`src/rtl/square_list_to_bitboard_if.sv`:
```
// Stream interface for square_list_to_bitboard: binary index beats in, one bitboard per list out.
// The block itself connects through the slave modport; a producer/consumer pair uses master.
interface square_list_to_bitboard_if #(
  parameter int BOARD_SQUARES = 64
);
  localparam int IDX_WIDTH = $clog2(BOARD_SQUARES);
  localparam int CNT_WIDTH = $clog2(BOARD_SQUARES + 1);

  logic                     in_valid;
  logic                     in_ready;
  logic [IDX_WIDTH-1:0]     in_index;
  logic                     in_last;
  logic                     out_valid;
  logic                     out_ready;
  logic [BOARD_SQUARES-1:0] out_bitboard;
  logic [CNT_WIDTH-1:0]     out_count;
  logic                     out_dup;
  logic                     out_err;

  modport master (
    output in_valid, in_index, in_last, out_ready,
    input  in_ready, out_valid, out_bitboard, out_count, out_dup, out_err
  );

  modport slave (
    input  in_valid, in_index, in_last, out_ready,
    output in_ready, out_valid, out_bitboard, out_count, out_dup, out_err
  );
endinterface

```
`src/rtl/square_list_to_bitboard.sv`:
```
// Accumulates a list of binary square indices into a one-hot bitboard with distinct-count,
// duplicate and out-of-range flags; a holding register lets the next list build while one waits.
module square_list_to_bitboard #(
  parameter int BOARD_SQUARES = 64
) (
  input  logic                         clk,
  input  logic                         rst_n,
  square_list_to_bitboard_if.slave     bus
);
  localparam int IDX_WIDTH = $clog2(BOARD_SQUARES);
  localparam int CNT_WIDTH = $clog2(BOARD_SQUARES + 1);

  logic [BOARD_SQUARES-1:0] acc_q, acc_d;
  logic [CNT_WIDTH-1:0]     acc_count_q, acc_count_d;
  logic                     acc_dup_q, acc_dup_d;
  logic                     acc_err_q, acc_err_d;

  logic                     out_valid_q;
  logic [BOARD_SQUARES-1:0] out_bitboard_q;
  logic [CNT_WIDTH-1:0]     out_count_q;
  logic                     out_dup_q;
  logic                     out_err_q;

  logic                     accept;
  logic                     idx_oob;
  logic [BOARD_SQUARES-1:0] idx_onehot;
  logic                     idx_hit;

  // Out-of-range indices only exist when the index field can encode more than BOARD_SQUARES values.
  if ((1 << IDX_WIDTH) > BOARD_SQUARES) begin : g_range_check
    assign idx_oob = bus.in_index > IDX_WIDTH'(BOARD_SQUARES - 1);
  end else begin : g_no_range_check
    assign idx_oob = 1'b0;
  end

  assign bus.in_ready = ~out_valid_q | bus.out_ready;
  assign accept       = bus.in_valid & bus.in_ready;

  // A shift past the top of the vector yields zero, so an out-of-range index sets no bit.
  assign idx_onehot = {{(BOARD_SQUARES-1){1'b0}}, 1'b1} << bus.in_index;
  assign idx_hit    = |(acc_q & idx_onehot);

  // NOTE: every always_comb output gets a default first so no path leaves it unassigned (no latch).
  always_comb begin
    acc_d       = acc_q | idx_onehot;
    acc_count_d = acc_count_q;
    acc_dup_d   = acc_dup_q | idx_hit;
    acc_err_d   = acc_err_q | idx_oob;
    if (!idx_oob && !idx_hit) begin
      acc_count_d = acc_count_q + CNT_WIDTH'(1);
    end
  end

  // NOTE: state registers use non-blocking assignments so all of them update together at the edge.
  always_ff @(posedge clk or negedge rst_n) begin
    if (!rst_n) begin
      acc_q          <= '0;
      acc_count_q    <= '0;
      acc_dup_q      <= 1'b0;
      acc_err_q      <= 1'b0;
      out_valid_q    <= 1'b0;
      out_bitboard_q <= '0;
      out_count_q    <= '0;
      out_dup_q      <= 1'b0;
      out_err_q      <= 1'b0;
    end else begin
      if (accept) begin
        if (bus.in_last) begin
          acc_q       <= '0;
          acc_count_q <= '0;
          acc_dup_q   <= 1'b0;
          acc_err_q   <= 1'b0;
        end else begin
          acc_q       <= acc_d;
          acc_count_q <= acc_count_d;
          acc_dup_q   <= acc_dup_d;
          acc_err_q   <= acc_err_d;
        end
      end

      // A completing list reloads the holding register even while the old result drains.
      if (accept && bus.in_last) begin
        out_valid_q    <= 1'b1;
        out_bitboard_q <= acc_d;
        out_count_q    <= acc_count_d;
        out_dup_q      <= acc_dup_d;
        out_err_q      <= acc_err_d;
      end else if (bus.out_ready) begin
        out_valid_q    <= 1'b0;
      end
    end
  end

  assign bus.out_valid    = out_valid_q;
  assign bus.out_bitboard = out_bitboard_q;
  assign bus.out_count    = out_count_q;
  assign bus.out_dup      = out_dup_q;
  assign bus.out_err      = out_err_q;
endmodule

```
`src/flat_wrapper.sv`:
```
// flat-port wrapper written by rule: the top's interface ports become plain ports
module square_list_to_bitboard_flat 
#(
  parameter int BOARD_SQUARES = 64
)
  (clk, rst_n, bus_in_valid, bus_in_index, bus_in_last, bus_out_ready, bus_in_ready, bus_out_valid, bus_out_bitboard, bus_out_count, bus_out_dup, bus_out_err);
  square_list_to_bitboard_if #(.BOARD_SQUARES(BOARD_SQUARES)) bus_i ();
  input  logic clk;
  input  logic rst_n;
  input wire logic [$bits(bus_i.in_valid)-1:0] bus_in_valid;
  input wire logic [$bits(bus_i.in_index)-1:0] bus_in_index;
  input wire logic [$bits(bus_i.in_last)-1:0] bus_in_last;
  input wire logic [$bits(bus_i.out_ready)-1:0] bus_out_ready;
  output wire logic [$bits(bus_i.in_ready)-1:0] bus_in_ready;
  output wire logic [$bits(bus_i.out_valid)-1:0] bus_out_valid;
  output wire logic [$bits(bus_i.out_bitboard)-1:0] bus_out_bitboard;
  output wire logic [$bits(bus_i.out_count)-1:0] bus_out_count;
  output wire logic [$bits(bus_i.out_dup)-1:0] bus_out_dup;
  output wire logic [$bits(bus_i.out_err)-1:0] bus_out_err;
  assign bus_i.in_valid = bus_in_valid;
  assign bus_i.in_index = bus_in_index;
  assign bus_i.in_last = bus_in_last;
  assign bus_i.out_ready = bus_out_ready;
  assign bus_in_ready = bus_i.in_ready;
  assign bus_out_valid = bus_i.out_valid;
  assign bus_out_bitboard = bus_i.out_bitboard;
  assign bus_out_count = bus_i.out_count;
  assign bus_out_dup = bus_i.out_dup;
  assign bus_out_err = bus_i.out_err;
  square_list_to_bitboard #(.BOARD_SQUARES(BOARD_SQUARES)) u_core (.clk(clk), .rst_n(rst_n), .bus(bus_i));
endmodule
```
`config.mk`:
```
export PLATFORM = sky130hd
export DESIGN_NAME = square_list_to_bitboard_flat
export DESIGN_NICKNAME = d
export VERILOG_FILES = /design/src/rtl/square_list_to_bitboard_if.sv /design/src/rtl/square_list_to_bitboard.sv /design/src/flat_wrapper.sv
export SDC_FILE = /design/constraint.sdc
export NUM_CORES = 1
export LEC_CHECK = 0
export CAP_MARGIN = 20
export CORE_MARGIN = 5
export CORE_UTILIZATION = 40
export CTS_BUF_LIST = sky130_fd_sc_hd__clkbuf_8
export CTS_CLUSTER_DIAMETER = 30
export DETAILED_ROUTE_END_ITERATION = 8
export HOLD_SLACK_MARGIN = 0.08
export SLEW_MARGIN = 20
export SYNTH_ARGS = -nofsm -noshare
export SYNTH_HDL_FRONTEND = slang
export SYNTH_SLANG_ARGS = --single-unit
```
`constraint.sdc`:
```
create_clock -name clk -period 2.36 [get_ports clk]
set_clock_uncertainty 0.1 [all_clocks]
set_input_delay 0.236 -clock clk [delete_from_list [all_inputs] [get_ports clk]]
set_output_delay 0.236 -clock clk [all_outputs]
set_load 0.02 [all_outputs]
```
==> impl_metrics.env, run 1 <==
export IMPL_fmax_mhz=391.3
export IMPL_hold_viol=0
export IMPL_path_class="flip-flop to flip-flop"
export IMPL_p_leak_uw=0.004228
export IMPL_synthXorXnorAreaFrac=0.001296
export IMPL_syn_area_per_cell_um2=9.295
export IMPL_power_frac_comb=0.178
export IMPL_final_setup_worst_slack_ns=-0.1954
export IMPL_synth_cell_type_count=54
export IMPL_drive_above_1_share=0.2210
export IMPL_first_pass_iters=5
export IMPL_ys_seq_elements=145
export IMPL_num_fill_cells=1528
export IMPL_synth_most_common_cell="dfrtp_1"
export IMPL_synth_ff_type="dfrtp_1"
export IMPL_synth_compound_area_share=0.1963
export IMPL_cp_data_arrival_time_ns=2.80
export IMPL_vias=6203
export IMPL_ys_seq_area_frac=0.5369
export IMPL_synth_top_cell_area_share=0.5369
export IMPL_ys_warn_count=0
export IMPL_grt_max_degree=72
export IMPL_muxShareOfSynthArea=0.03647
export IMPL_status="finished with violations"
export IMPL_synth_simple_area_share=0.1766
export IMPL_dp_slack_ns=-0.8830
export IMPL_setup_viol=16
export IMPL_post_route_period_util=1.083
export IMPL_power_internal_uw=4416
export IMPL_final_util=0.5627
export IMPL_synth_fp_nets=739
export IMPL_swShare=0.2826
export IMPL_violations="negative setup slack"
export IMPL_drt_wl_total_um=21870
export IMPL_dieArea_um2=19590
export IMPL_pwr_share_clk=0.368
export IMPL_use_met1=0.3155
export IMPL_clock_sinks=145
export IMPL_cp_max_fo=8
export IMPL_slowest_stage="or4_1"
export IMPL_gp_congestion=0.8875
export IMPL_place_area_um2=8682
export IMPL_grt_usage=0.2267
export IMPL_relSlewSlack=0.5338
export IMPL_overflow=0
export IMPL_synth_area_leaders="dfrtp_1, a21oi_1, o21ai_0"
export IMPL_grt_busiest_layer="met2"
export IMPL_hold_path_class="input pin to async pin"
export IMPL_syn_inst=727
export IMPL_antenna_left=0
export IMPL_grt_pass1_wl_um=34900
export IMPL_synth_area_um2=6758
export IMPL_powerDensity_nw_per_um2=659.6
export IMPL_drc=0
export IMPL_htreeDepth=4
export IMPL_routedWlPerCell_um=19.14
export IMPL_slew_viol_final=0
export IMPL_rsz0062_at_grt="true"
export IMPL_insertion_delay_ns=0.45
export IMPL_rows=47
export IMPL_port_buffers=84
export IMPL_grtUsageMet3=0.04294
export IMPL_ys_async_sr_fraction=1.000
export IMPL_antenna_found_initial=0
export IMPL_seq_power_share=0.454
export IMPL_netlist_top_cells_count="dfrtp_1, a21oi_1, nor2_1, nand2_1, o21ai_0"
export IMPL_power_uw=6155
export IMPL_antenna_cells=0
export IMPL_initial_core_util=0.4075
export IMPL_coreArea_um2=16580
export IMPL_synthAdderAreaFrac=0.001852
export IMPL_min_period_ns=2.555
export IMPL_use_met2=0.3586
export IMPL_clk_path_buf_depth=2
export IMPL_cts_tree="done"
export IMPL_area_delta_synth_final_pct=38.09
export IMPL_vdd_ir_drop_max_v=0.0004357
export IMPL_cts_buffers=17
export IMPL_critPathLaunchType="flip-flop"
export IMPL_dpl_cell_count=1104
export IMPL_cp_end_kind="flip-flop"
export IMPL_die_w_um=140.0
export IMPL_fin_area_um2=9331
export IMPL_worst_slew_pin_slew_ns=0.6967
export IMPL_io_pins=86
export IMPL_crit_chain="mux2_4 -> a32oi_2 -> o311ai_2 -> a2111oi_4 -> o2111ai_4 -> buf_6 -> or4_1 -> o311ai_1"
export IMPL_drt_initial_drc_count=486
export IMPL_synth_top_family_by_area="compound AO/OA/AOI/OAI gates"
export IMPL_dp_hpwl_um=15650
export IMPL_cts_root_buf="clkbuf_8"
export IMPL_drv_cap=0
export IMPL_clk_pin_slew_ns=0.09
export IMPL_yosysTopAreaCell="dfrtp_1"
export IMPL_worstPathRequired_ns=2.60
export IMPL_first_global_vias=6255
export IMPL_synth_edff_count=0
export IMPL_final_cells=1143
export IMPL_die_height_um=140.0
export IMPL_cpPeakStageDelay_ns=0.46
export IMPL_fin_nets=923
export IMPL_vias_per_cell=5.427
export IMPL_netSwitchingPower_uw=1740
## power groups by stage
stage | Combinational, uW | Clock, uW | Sequential (uW)
2_1_floorplan | 398 | 0 | 2930
3_3_place_gp | 1040 | 0 | 2830
3_5_place_dp | 1060 | 0 | 2840
4_1_cts | 1100 | 2310 | 2790
5_1_grt | 1190 | 2410 | 2820
6_report | 1090 | 2270 | 2800
## final timing paths
check | startpoint | endpoint | slack (ns) | depth (start not counted)
max | u_core.acc_q[59] | u_core.acc_count_q[2] | -0.20 | 8
min | rst_n | u_core.bus.out_bitboard[13] | 0.25 | 2
max reg2reg | u_core.acc_q[59] | u_core.acc_count_q[2] | -0.20 | 8
min reg2reg | u_core.bus.out_bitboard[24] | u_core.bus.out_bitboard[24] | 0.38 | 2
max in group asynchronous | rst_n | u_core.acc_q[25] | 1.25 | 3
min in group clk | u_core.bus.out_bitboard[24] | u_core.bus.out_bitboard[24] | 0.38 | 2
## worst max-delay path: cells and delay by family, from the launching register on
kind / cells / cell delay (ns)
flip-flops: 1 / 0.40
multiplexers: 1 / 0.27
AO/OA/AOI/OAI: 5 / 1.03
buffers and inverters: 1 / 0.18
AND/OR/NAND/NOR: 1 / 0.46
## cells by family after synthesis
kind of cell	Yosys count
other	1
xor gates and xnor gates	1
and+or+nand+nor	252
AOI/OAI and AO/OA	239
DFF	145
muxes	21
buffers and inverters	67
adders and majority gates	1
## routing by layer
metal	vias to the layer above	part of all wire
li1	2924	-
met1	3064	0.46
met2	185	0.47
met3	30	0.047
met4	0	0.023
met5	-	0
## area by class of cell
cell class              count  area, um^2  share of cell area
flip-flops and latches    145        3628              0.3888
multi-input cells         515        2885              0.3092
repair buffers            223        2051              0.2198
well taps                 220       275.3             0.02950
clock buffers              18       247.7             0.02655
clock inverters            13       210.2             0.02253
inverters                   9       33.78            0.003620
## flip-flops by register name, indices dropped and copies added (netlist names)
name                     flops
u_core.bus.out_dup           1
u_core.acc_q                64
u_core.bus.out_valid         1
u_core.bus.out_bitboard     64
u_core.acc_count_q           7
u_core.acc_dup_q             1
u_core.bus.out_count         7
## cell usage in the layout, fill, tap and decap left out, types with 3 or more instances in the layout
cell	netlist	final
nand2_1	85	83
o21ai_1	1	3
and2_1	5	5
nor2_1	88	86
and3_1	6	6
nor2b_1	6	5
buf_6	9	4
o21ai_0	72	70
bufinv_16	0	5
dfrtp_1	145	145
a31oi_1	24	24
o22ai_1	5	5
nand2b_1	7	7
mux2_2	7	7
clkbuf_8	0	18
nor3_1	4	4
or4_1	4	4
dlygate4sd2_1	0	3
nand3_1	15	15
nand4_1	6	6
o211ai_1	6	6
buf_12	0	9
inv_1	9	10
clkdlybuf4s50_1	0	78
nor4bb_1	3	3
mux2i_1	10	9
a21oi_1	116	115
or3_1	7	7
clkinv_4	0	4
nor3b_1	3	3
buf_4	3	123
mux2_4	3	3
## through the flow
stage | hold WS [ns] | setup TNS, ns
finish | 0.2494 | -1.737
global route | 0.2899 | -3.049
CTS | 0.2427 | -1.271
detailed placement | 0.1618 | -12.38
global placement | 0.1574 | -11.18
floorplan | -0.1596 | 0
## repair_timing
action,4_1_cts,5_1_grt
hold endpoints to repair,57,0
endpoints found under the setup margin,16,16
cloned,3,0
pin swaps,21,0
gates resized for setup,24,3
hold buffers,1,0
setup buffers,4,0
(Power assumes the default switching activity.)
==> inputs of run 2 (changes only) <==
SKIP_LAST_GASP = 1   (was unset)
SLEW_MARGIN = 30   (was 20)
==> results of run 2 <==
Final layout, timing and power as in run 1 (identical DEF).
